==> config.mk <==
export PLATFORM = sky130hd
export DESIGN_NAME = mult_div_unit
export DESIGN_NICKNAME = d
export VERILOG_FILES = /design/src/rtl/mult_div_unit.sv
export SDC_FILE = /design/constraint.sdc
export NUM_CORES = 1
export LEC_CHECK = 0
export ABC_AREA = 1
export CAP_MARGIN = 10
export CORE_ASPECT_RATIO = 1.1
export CORE_MARGIN = 2
export CORE_UTILIZATION = 30
export CTS_BUF_LIST = sky130_fd_sc_hd__clkbuf_4 sky130_fd_sc_hd__clkbuf_8
export DETAILED_ROUTE_END_ITERATION = 12
export PLACE_DENSITY = 0.54
export SLEW_MARGIN = 25
export SYNTH_ARGS = -nofsm -noshare
export SYNTH_HDL_FRONTEND = slang
export SYNTH_SLANG_ARGS = --single-unit
==> constraint.sdc <==
create_clock -name clk -period 3.6 [get_ports clk]
set_clock_uncertainty 0.05 [all_clocks]
set_input_delay 1.08 -clock clk [delete_from_list [all_inputs] [get_ports clk]]
set_output_delay 1.08 -clock clk [all_outputs]
set_load 0.05 [all_outputs]
==> src/rtl/mult_div_unit.sv <==
// Iterative 32-bit multiply/divide engine feeding the Hi/Lo register pair.
// One radix-2 step per cycle, fixed 34-cycle latency from accept to Done.
module mult_div_unit (
  input  logic        clk,
  input  logic        Reset,
  input  logic        Start,
  input  logic [1:0]  Op,
  input  logic [31:0] Rs_Value,
  input  logic [31:0] Rt_Value,
  input  logic        Flush,
  output logic        Busy,
  output logic        Done,
  output logic        HiLo_Write,
  output logic [31:0] Hi_Result,
  output logic [31:0] Lo_Result
);

  localparam logic [1:0] IDLE = 2'd0;
  localparam logic [1:0] RUN  = 2'd1;
  localparam logic [1:0] FIX  = 2'd2;
  localparam logic [1:0] DONE = 2'd3;

  logic [1:0]  state_reg;
  logic [4:0]  counter_reg;
  logic        is_div_reg;
  logic        neg_q_reg;
  logic        neg_r_reg;
  logic [31:0] operand_reg;
  logic [63:0] work_reg;
  logic [31:0] hi_reg;
  logic [31:0] lo_reg;

  logic        signed_op;
  logic        rs_neg;
  logic        rt_neg;
  logic [31:0] rs_mag;
  logic [31:0] rt_mag;
  logic [32:0] mul_sum;
  logic [63:0] mul_next;
  logic [32:0] div_diff;
  logic        div_ge;
  logic [63:0] div_next;
  logic [63:0] prod_fix;
  logic [31:0] quot_fix;
  logic [31:0] rem_fix;

  always_comb begin
    signed_op = ~Op[0];
    rs_neg    = signed_op & Rs_Value[31];
    rt_neg    = signed_op & Rt_Value[31];
    rs_mag    = rs_neg ? (~Rs_Value + 32'd1) : Rs_Value;
    rt_mag    = rt_neg ? (~Rt_Value + 32'd1) : Rt_Value;
  end

  // Shift-add: the low half holds the remaining multiplier bits, the high half the partial sum.
  always_comb begin
    mul_sum  = {1'b0, work_reg[63:32]} + (work_reg[0] ? {1'b0, operand_reg} : 33'd0);
    mul_next = {mul_sum, work_reg[31:1]};
  end

  // Restoring step on the shifted remainder, kept 33 bits wide. If its top bit is set it
  // already exceeds any 32-bit divisor; otherwise bit 32 of the difference is the borrow.
  always_comb begin
    div_diff = work_reg[63:31] - {1'b0, operand_reg};
    div_ge   = work_reg[63] | ~div_diff[32];
    div_next = div_ge ? {div_diff[31:0], work_reg[30:0], 1'b1}
                      : {work_reg[62:0], 1'b0};
  end

  always_comb begin
    prod_fix = neg_q_reg ? (~work_reg + 64'd1) : work_reg;
    quot_fix = neg_q_reg ? (~work_reg[31:0] + 32'd1) : work_reg[31:0];
    rem_fix  = neg_r_reg ? (~work_reg[63:32] + 32'd1) : work_reg[63:32];
  end

  always_ff @(posedge clk) begin
    if (Reset) begin
      state_reg   <= IDLE;
      counter_reg <= 5'd0;
      is_div_reg  <= 1'b0;
      neg_q_reg   <= 1'b0;
      neg_r_reg   <= 1'b0;
      operand_reg <= 32'd0;
      work_reg    <= 64'd0;
      hi_reg      <= 32'd0;
      lo_reg      <= 32'd0;
    end else if (Flush) begin
      state_reg <= IDLE;
    end else begin
      case (state_reg)
        IDLE, DONE: begin
          if (Start) begin
            is_div_reg  <= Op[1];
            neg_q_reg   <= rs_neg ^ rt_neg;
            neg_r_reg   <= rs_neg;
            operand_reg <= rt_mag;
            work_reg    <= {32'd0, rs_mag};
            counter_reg <= 5'd0;
            state_reg   <= RUN;
          end else begin
            state_reg <= IDLE;
          end
        end
        RUN: begin
          work_reg    <= is_div_reg ? div_next : mul_next;
          counter_reg <= counter_reg + 5'd1;
          if (counter_reg == 5'd31) begin
            state_reg <= FIX;
          end
        end
        FIX: begin
          if (is_div_reg) begin
            hi_reg <= rem_fix;
            lo_reg <= quot_fix;
          end else begin
            hi_reg <= prod_fix[63:32];
            lo_reg <= prod_fix[31:0];
          end
          state_reg <= DONE;
        end
        default: state_reg <= IDLE;
      endcase
    end
  end

  assign Busy       = (state_reg == RUN) || (state_reg == FIX);
  assign Done       = (state_reg == DONE);
  assign HiLo_Write = (state_reg == DONE);
  assign Hi_Result  = hi_reg;
  assign Lo_Result  = lo_reg;

endmodule

Word-level counts from Yosys, hierarchy flattened

Cells that the tools add are included.

$add $sub $neg: 8
Equality and inequality tests: 6
Muxes and demuxes: 17
Bitwise operators: 12
Reductions and logical operators: 8

Operator list:

| operator                                             | number |
|---|---|
| two-way mux 64 bit                                   | 4 |
| two-way mux 32 bit                                   | 7 |
| adder 32 x 1 -> 32 bit (second input constant)       | 4 |
| inverter 32 bit                                      | 4 |
| one-hot mux 64 bit (2 select lines)                  | 1 |
| adder 64 x 1 -> 64 bit (second input constant)       | 1 |
| inverter 64 bit                                      | 1 |
| adder 32 x 32 -> 33 bit                              | 1 |
| subtractor 33 x 32 -> 33 bit                         | 1 |
| one-hot mux 5 bit (2 select lines)                   | 1 |
| one-hot mux 2 bit (3 select lines)                   | 1 |
| AND reduction 3 bit                                  | 2 |
| adder 5 x 1 -> 5 bit (second input constant)         | 1 |
| equality test 5 bit (second input constant)          | 1 |
| two-way mux 5 bit                                    | 1 |
| equality test 2 bit (second input constant)          | 2 |
| inequality test 2 bit (second input constant)        | 2 |
| OR reduction 2 bit                                   | 2 |
| inverter 1 bit                                       | 3 |
| AND 1 bit                                            | 2 |
| equality test 2 x 1 -> 1 bit (second input constant) | 1 |
| zero test 2 bit                                      | 1 |
| two-way mux 2 bit                                    | 1 |
| AND reduction 2 bit                                  | 1 |
| 5 further kinds                                      | 5 |

Flip-flop bits (word level): 170
Input port bits: 70
Output and inout port bits: 67
Logic and storage cells: 60

Depth between registers and ports, before layout

Gate-level depths: netlist of the first run.

Depth in word-level cells: 6
Mapped depth: 22
Depth with buffers taken out: 20

Least setup slack after synthesis of the first run

No wires, ideal clock.

Path type: input to register
Start: in Rs_Value[0]
End: reg work_reg[28]
Data arrival time: 2,445 ps
Required time: 3,431 ps
Setup slack: 985 ps
Stages on the path: 12
Buffers on the path: 0
Cell sequence: inv_1 > ha_1 > nand3_1 > nor2_1 > nand4_1 > nand2_1 > nand2_1 > a21oi_1 > nand2_1 > nor2_1 > nand3b_1 > a21oi_1

Longest elaborated chain between the ends: 5

RTL lines:

| what                                | line | RTL |
|---|---|---|
| from (decl)                         | 8    | `input logic [31:0] Rs_Value,` |
| inverter 32 bit                     | 51   | `rs_mag = rs_neg ? (~Rs_Value + 32'd1) : Rs_Value;` |
| adder 32 x 1 -> 32 bit              | 51   |  |
| two-way mux 32 bit                  | 51   |  |
| two-way mux 64 bit                  | 92   | `if (Start) begin` |
| one-hot mux 64 bit (2 select lines) | 90   | `case (state_reg)` |
| to (signal assigned)                | 97   | `work_reg <= {32'd0, rs_mag};` |
| to (signal assigned)                | 105  | `work_reg <= is_div_reg ? div_next : mul_next;` |
| to (decl)                           | 29   | `logic [63:0] work_reg;` |

No other way between the ends. The select of a mux whose other input is x is not followed.
A chain may end at the register's enable or synchronous reset.

Worst setup path after layout of the first run

Start: reg state_reg[0]
End: out Busy

Longest elaborated chain between the ends: 2

RTL lines:

| what                                                                       | line | RTL |
|---|---|---|
| from (decl)                                                                | 23   | `logic [1:0] state_reg;` |
| from (signal assigned)                                                     | 78   | `state_reg <= IDLE;` |
| from (signal assigned)                                                     | 88   | `state_reg <= IDLE;` |
| from (signal assigned)                                                     | 99   | `state_reg <= RUN;` |
| equality test 2 x 1 -> 1 bit / equality test 2 bit (equally long branches) | 126  | `assign Busy = (state_reg == RUN) \|\| (state_reg == FIX);` |
| logical OR 1 bit (*)                                                       | 126  |  |
| to (decl)                                                                  | 11   | `output logic Busy,` |

Mark *: on every way between the ends. The rest lies on a longest branch, timed or not.

==> metrics, run 1 <==
num ports 137; CP top delay family buffers and inverters; CP Launch Type register; Hold Path Class reg -> reg; Final setup viols 0; Post-CTS Setup Inserts 0; CTS resizes 0; CTS clk-pin slew, worst paths 0.10 ns; Routed wire per std cell 17.8 um; die span in y 251 um; GP Congestion 1.02; Iter 0 DRT Violations 1730; Main synth FF type dfxtp_1; Num CTS Buffers 17; first-pass GRT wire length 103 mm; most frequent cells in the layout nand2_1, inv_1, nor2_1; DR vias 19100; worst vdd ir 0.336 mV; status finished clean; max incr delay on CP 0.80 ns; Slew Viols, Final 0; Starting Density 30.4%; num rows 90; vias in the first global route 17200; die area 57400 sq um; DR vias/cell 4.99; Crit Path Class reg -> out; drt first pass iters 6; max reg flops 64; GRT overflow 0; ANT nets after route 0; Worst EP arrival 2.23 ns; Port Buffers 136; Worst-Margin Slew 0.647 ns; pwr dens 270 nW/um^2; Max Freq 0.297 GHz; layout cell share with drive strength beyond 1 5.78%; endpoints failing hold 0; Synth Instances 2964; CP Cell Sequence inv_1, ha_1, inv_2, clkdlybuf4s50_1; hold_ws 0.430 ns; initial antenna violation count 2; ys async rst share 0%; Synth Warn # 0; setup TNS 0 ns; syn nets 3110; Final Cycle Share 93.4%; commonest non-fill, non-tap cell in the layout nand2_1; fin area 19500 sq um; Routed WL 68.4 mm; worst-path fanout max 4; Placement Cell Area 19100 sq um; number of max-cap violations 0; Area Growth Syn to Fin 16.9%; post-synthesis cell type count 54; min Tclk post-route 3.36 ns; flops & latches, synth 170; TritonCTS clock tree yes; critical path data required time 2.47 ns; GRT Util Overall 23.4%; core area 54800 sq um; number of nets in the layout 3232; # DRC 0; Buf/Inv on CP 3; Avg Synthesized Cell Area 5.62 sq um; clock tree buffer depth 2; Clock Latency Late Sink 0.58 ns; largest net degree at the start of global routing 76; Final HPWL DP 55.7 mm; Die Wd 229 um; static leakage 9.55 nW; RSZ-0062 raised after global routing false; CTS hold repair buffers 0; CP Capture Type output port; CTS H-tree depth 4; Sink Count 170; Max-slew headroom 56.9%; Root Buffer clkbuf_8; Syn Std Cell Area 16700 sq um; sequential element share of the synthesized area 20.4%; CP max-delay cell clkdlybuf4s50_1; EDFF count, synth 0
path summary, 6_finish.rpt:
check | start | endpoint | slack, ns | depth (start not counted)
max | state_reg[0] | Busy | 0.24 | 4
min | counter_reg[4] | counter_reg[4] | 0.43 | 2
max reg2reg | operand_reg[0] | work_reg[50] | 0.65 | 18
min reg2reg | counter_reg[4] | counter_reg[4] | 0.43 | 2
metal layers:
layer	vias up	global-route usage, %	share of wire, %
met3	85	3.11	6.5
met2	629	36.6	44
li1	9696	-	-
met1	8721	32.7	46
met4	0	8.65	3.2
met5	-	0	0
worst register-to-register path, delay by kind of cell (launching register included):
family / cells / cell delay [ns]
buffers and inverters: 2 / 0.33
adders and majority gates: 2 / 0.66
and+or+nand+nor: 14 / 1.40
DFF: 1 / 0.37
cells by family after synthesis:
| group | Yosys count | share of synthesized area, % |
|---|---|---|
| AO/OA/AOI/OAI | 549 | 18.1 |
| buffers and inverters | 578 | 13.4 |
| AND/OR/NAND/NOR | 1516 | 38.4 |
| adder cells (fa/ha/maj) | 76 | 5.80 |
| flip-flops | 170 | 20.4 |
| XOR/XNOR | 75 | 3.94 |
stage by stage:
stage          util [%]  setup slack, ns  total power [mW]  cells
2_1_floorplan         -            0.985              3.27   2964
4_1_cts            35.5            0.170              5.28   3835
6_report           35.5            0.239              5.26   3837
3_5_place_dp       34.9            0.272              3.92   3803
5_1_grt            35.5            0.111              5.55   3837
3_3_place_gp       34.9            0.308              3.93   3803
synth_stat cells, types with 2 or more instances:
library cell / number / share of area (%)
nand2_2: 18 / 0.68
nand3b_1: 16 / 0.72
a21o_1: 3 / 0.14
o41ai_1: 2 / 0.11
nor3_2: 2 / 0.12
dfxtp_1: 170 / 20
clkinv_1: 4 / 0.090
o21ai_0: 219 / 6.6
inv_1: 465 / 10
o211ai_1: 17 / 0.77
nand3_1: 203 / 6.1
a21oi_1: 218 / 6.5
o31ai_1: 4 / 0.18
clkbuf_1: 75 / 1.7
nand2_1: 790 / 18
xor2_1: 57 / 3.0
fa_1: 2 / 0.24
nor2_4: 4 / 0.27
and3_1: 2 / 0.075
buf_6: 5 / 0.34
o221ai_1: 14 / 0.74
buf_1: 8 / 0.18
ha_1: 74 / 5.6
buf_2: 11 / 0.33
a31oi_1: 29 / 1.1
a21oi_2: 11 / 0.58
nand4_1: 33 / 1.2
o21ai_2: 5 / 0.26
inv_2: 8 / 0.18
nor2_1: 379 / 8.5
o21a_1: 3 / 0.14
and2_1: 2 / 0.075
nor2_2: 4 / 0.15
or2_2: 7 / 0.26
o21ai_1: 7 / 0.21
nand2_4: 2 / 0.14
nor4_1: 6 / 0.23
nor3_1: 35 / 1.1
o21bai_1: 13 / 0.59
nand3_2: 6 / 0.36
xnor2_1: 18 / 0.95
power by group:
group          internal, mW  leakage (nW)  switching, mW
registers              1.97          1.38          0.116
clock network         0.515         0.181          0.839
logic                 0.575          7.99           1.25
area by class of cell:
| class | count | area [sq um] |
|---|---|---|
| clock inverter | 12 | 91.3 |
| clock buffer | 20 | 263 |
| sequential | 170 | 3400 |
| antenna | 2 | 5.00 |
| timing repair buffer | 203 | 1950 |
| inverter | 478 | 1800 |
| multi-input combinational | 2216 | 11000 |
| fill | 6252 | 35400 |
| tap | 736 | 921 |
Note: power is estimated with default switching activity, not from simulation.
==> run 2: changes to the inputs <==
Settings changed: PLACE_DENSITY 0.54 to 0.46, TNS_END_PERCENT from default to 30.
==> run 2 against run 1 <==
Against the previous run: count of clock-buffer cells in the layout shrank 2; highest routed layer unchanged; die area is the same; critical path depth is the same; global-route usage grew 1.9 points; critical path type unchanged; cell count grew 0.23%; via count is essentially flat; final area grew 0.38%; wire length grew 7.3%; largest power group unchanged; first-iteration DRC count shrank 18%; total power grew 3.0%; flip-flop and latch count is the same; sequential share of layout area shrank 0.066 points.
==> metrics, run 2 (synthesis results as in run 1) <==
worst vdd ir 0.202 mV (-40%); Iter 0 DRT Violations 1423 (-18%); CTS clk-pin slew, worst paths 0.10 ns (about the same); pre-CTS WS 0.207 ns (-0.0649 ns); CTS hold repair buffers 0 (unchanged); Clock Latency Late Sink 0.57 ns (about the same); CP Launch Type register; vias in the first global route 18400 (+7.0%); r2r endpoint work_reg[43]; drt first pass iters 5 (-1); endpoints failing hold 0 (unchanged); core area 54800 sq um (unchanged); Met2 Wirelength 37.0 mm (+23%); setup ws final 0.225 ns (-0.0139 ns); GRT Util Overall 25.3% (+1.9 points); critical path data required time 2.47 ns (about the same); pwr dens 277 nW/um^2 (+2.6%); setup TNS 0 ns (unchanged); static leakage 9.61 nW (+0.62%); CTS resizes 0 (unchanged); die span in y 251 um (unchanged); GRT overflow 0 (unchanged); first-pass GRT wire length 110 mm (+7.1%); Hold Crit Start counter_reg[4]; Routed wire per std cell 19.1 um (+7.1%); Port Buffers 136 (unchanged); Worst EP arrival 2.25 ns (+0.02 ns); commonest non-fill, non-tap cell in the layout nand2_1; Area Growth Syn to Fin 17.3%; GP Congestion 0.945 (-7.6%); R2R cell count 16 (-2); CP Capture Type output port; Worst-Margin Slew 0.747 ns (+0.100 ns); Slew Viols, Final 0 (unchanged); TritonCTS clock tree yes; ANT nets after route 0 (unchanged); Root Buffer clkbuf_8; most frequent cells in the layout nand2_1, inv_1, nor2_1; met3 WL post-DR 2.93 mm (-34%); status finished clean; Design Power 5.42 mW (+3.0%); initial antenna violation count 1 (-1); DR vias/cell 4.98 (-0.22%); clock tree buffer depth 2 (unchanged); min Tclk post-route 3.38 ns (+0.0139 ns); Die Wd 229 um (unchanged); num rows 90 (unchanged); die area 57400 sq um (unchanged); Max-slew headroom 50.2% (-6.7 points); hold-critical path depth 2 (unchanged); Worst R2R Setup Slack 0.52 ns (-0.13 ns); Antenna Cells 0 (-2); Final Cycle Share 93.8% (+0.39 points); Routed WL 73.4 mm (+7.3%); Final setup viols 0 (unchanged); number of max-cap violations 0 (unchanged); layout cell share with drive strength beyond 1 6.11% (+0.33 points); CTS H-tree depth 4 (unchanged); Num CTS Buffers 17 (unchanged); WHS Endpoint counter_reg[4]; Hold Path Class reg -> reg; Top Layer Used met4; # DRC 0 (unchanged); Max Freq 0.296 GHz (-0.41%); Reg2Reg Launch Point work_reg[0]; M1 wire length 30.4 mm (-4.5%); Final HPWL DP 60.2 mm (+8.2%); number of nets in the layout 3244 (+0.37%); worst-path fanout max 4 (unchanged); Crit. Startpoint state_reg[0]; Crit Path Class reg -> out; num ports 137 (unchanged); RSZ-0062 raised after global routing false; Sink Count 170 (unchanged); DR vias 19100 (+0.016%); Starting Density 30.4% (unchanged); max reg flops 64 (unchanged); Layout Utilization 35.6% (+0.13 points); Post-CTS Setup Inserts 0 (unchanged); largest net degree at the start of global routing 75 (-1.3%)
-- run 2: power breakdown --
group	internal, mW	switching, mW
sequential	1.97	0.101
combinational	0.587	1.27
clock	0.648	0.841
total	3.20	2.22
-- run 2: metal layers --
| layer | up-vias | track usage, % |
|---|---|---|
| li1 | 9760 | - |
| met1 | 8814 | 29.3 |
| met2 | 456 | 45.8 |
| met3 | 104 | 3.82 |
| met4 | 0 | 11.4 |
| met5 | - | 0 |
-- run 2: worst max-delay path, cell delays in order (launching register included) --
cell and delay (ns):
dfxtp_1 0.39, inv_1 0.08, ha_1 0.32, inv_2 0.09, clkdlybuf4s50_1 0.81
-- run 2: stage by stage --
step | area (sq um) | hold WS [ns] | cells
2_1_floorplan | 16700 | 0.400 | 2964
3_3_place_gp | 19100 | 0.409 | 3815
3_5_place_dp | 19100 | 0.415 | 3815
4_1_cts | 19500 | 0.430 | 3846
5_1_grt | 19500 | 0.469 | 3846
6_report | 19500 | 0.429 | 3846
-- run 2: final cells by class --
cell class                 instances  area, sq um
clock buffer                      18          248
sequential                       170         3400
inverter                         478         1800
fill                            6320        35300
timing repair buffer             215         1970
multi-input combinational       2216        11000
clock inverter                    13          158
tap                              736          921
-- run 2: how the worst max path moves through the flow --
stage	endpoint	depth (start not counted)	slack, ns
finish	Busy	4	0.22
global route	Busy	4	0.11
CTS	Busy	4	0.16
detailed placement	work_reg[28]	13	0.21
global placement	work_reg[28]	13	0.26
floorplan	work_reg[28]	12	0.99
==> run 3: changes to the inputs <==
--- a/constraint.sdc
+++ b/constraint.sdc
@@ -4,2 +4,2 @@
 set_output_delay 1.08 -clock clk [all_outputs]
-set_load 0.05 [all_outputs]
+set_load 0.005 [all_outputs]
==> results of run 3 <==
Same layout as run 2 (identical final DEF). Status: finished clean.
Main changes from that run: setup slack after layout 0.225 ns -> 0.517 ns; start point of the critical path state_reg[0] -> work_reg[0]; end point of the critical path Busy -> work_reg[43]; total power 5.42 mW -> 5.34 mW
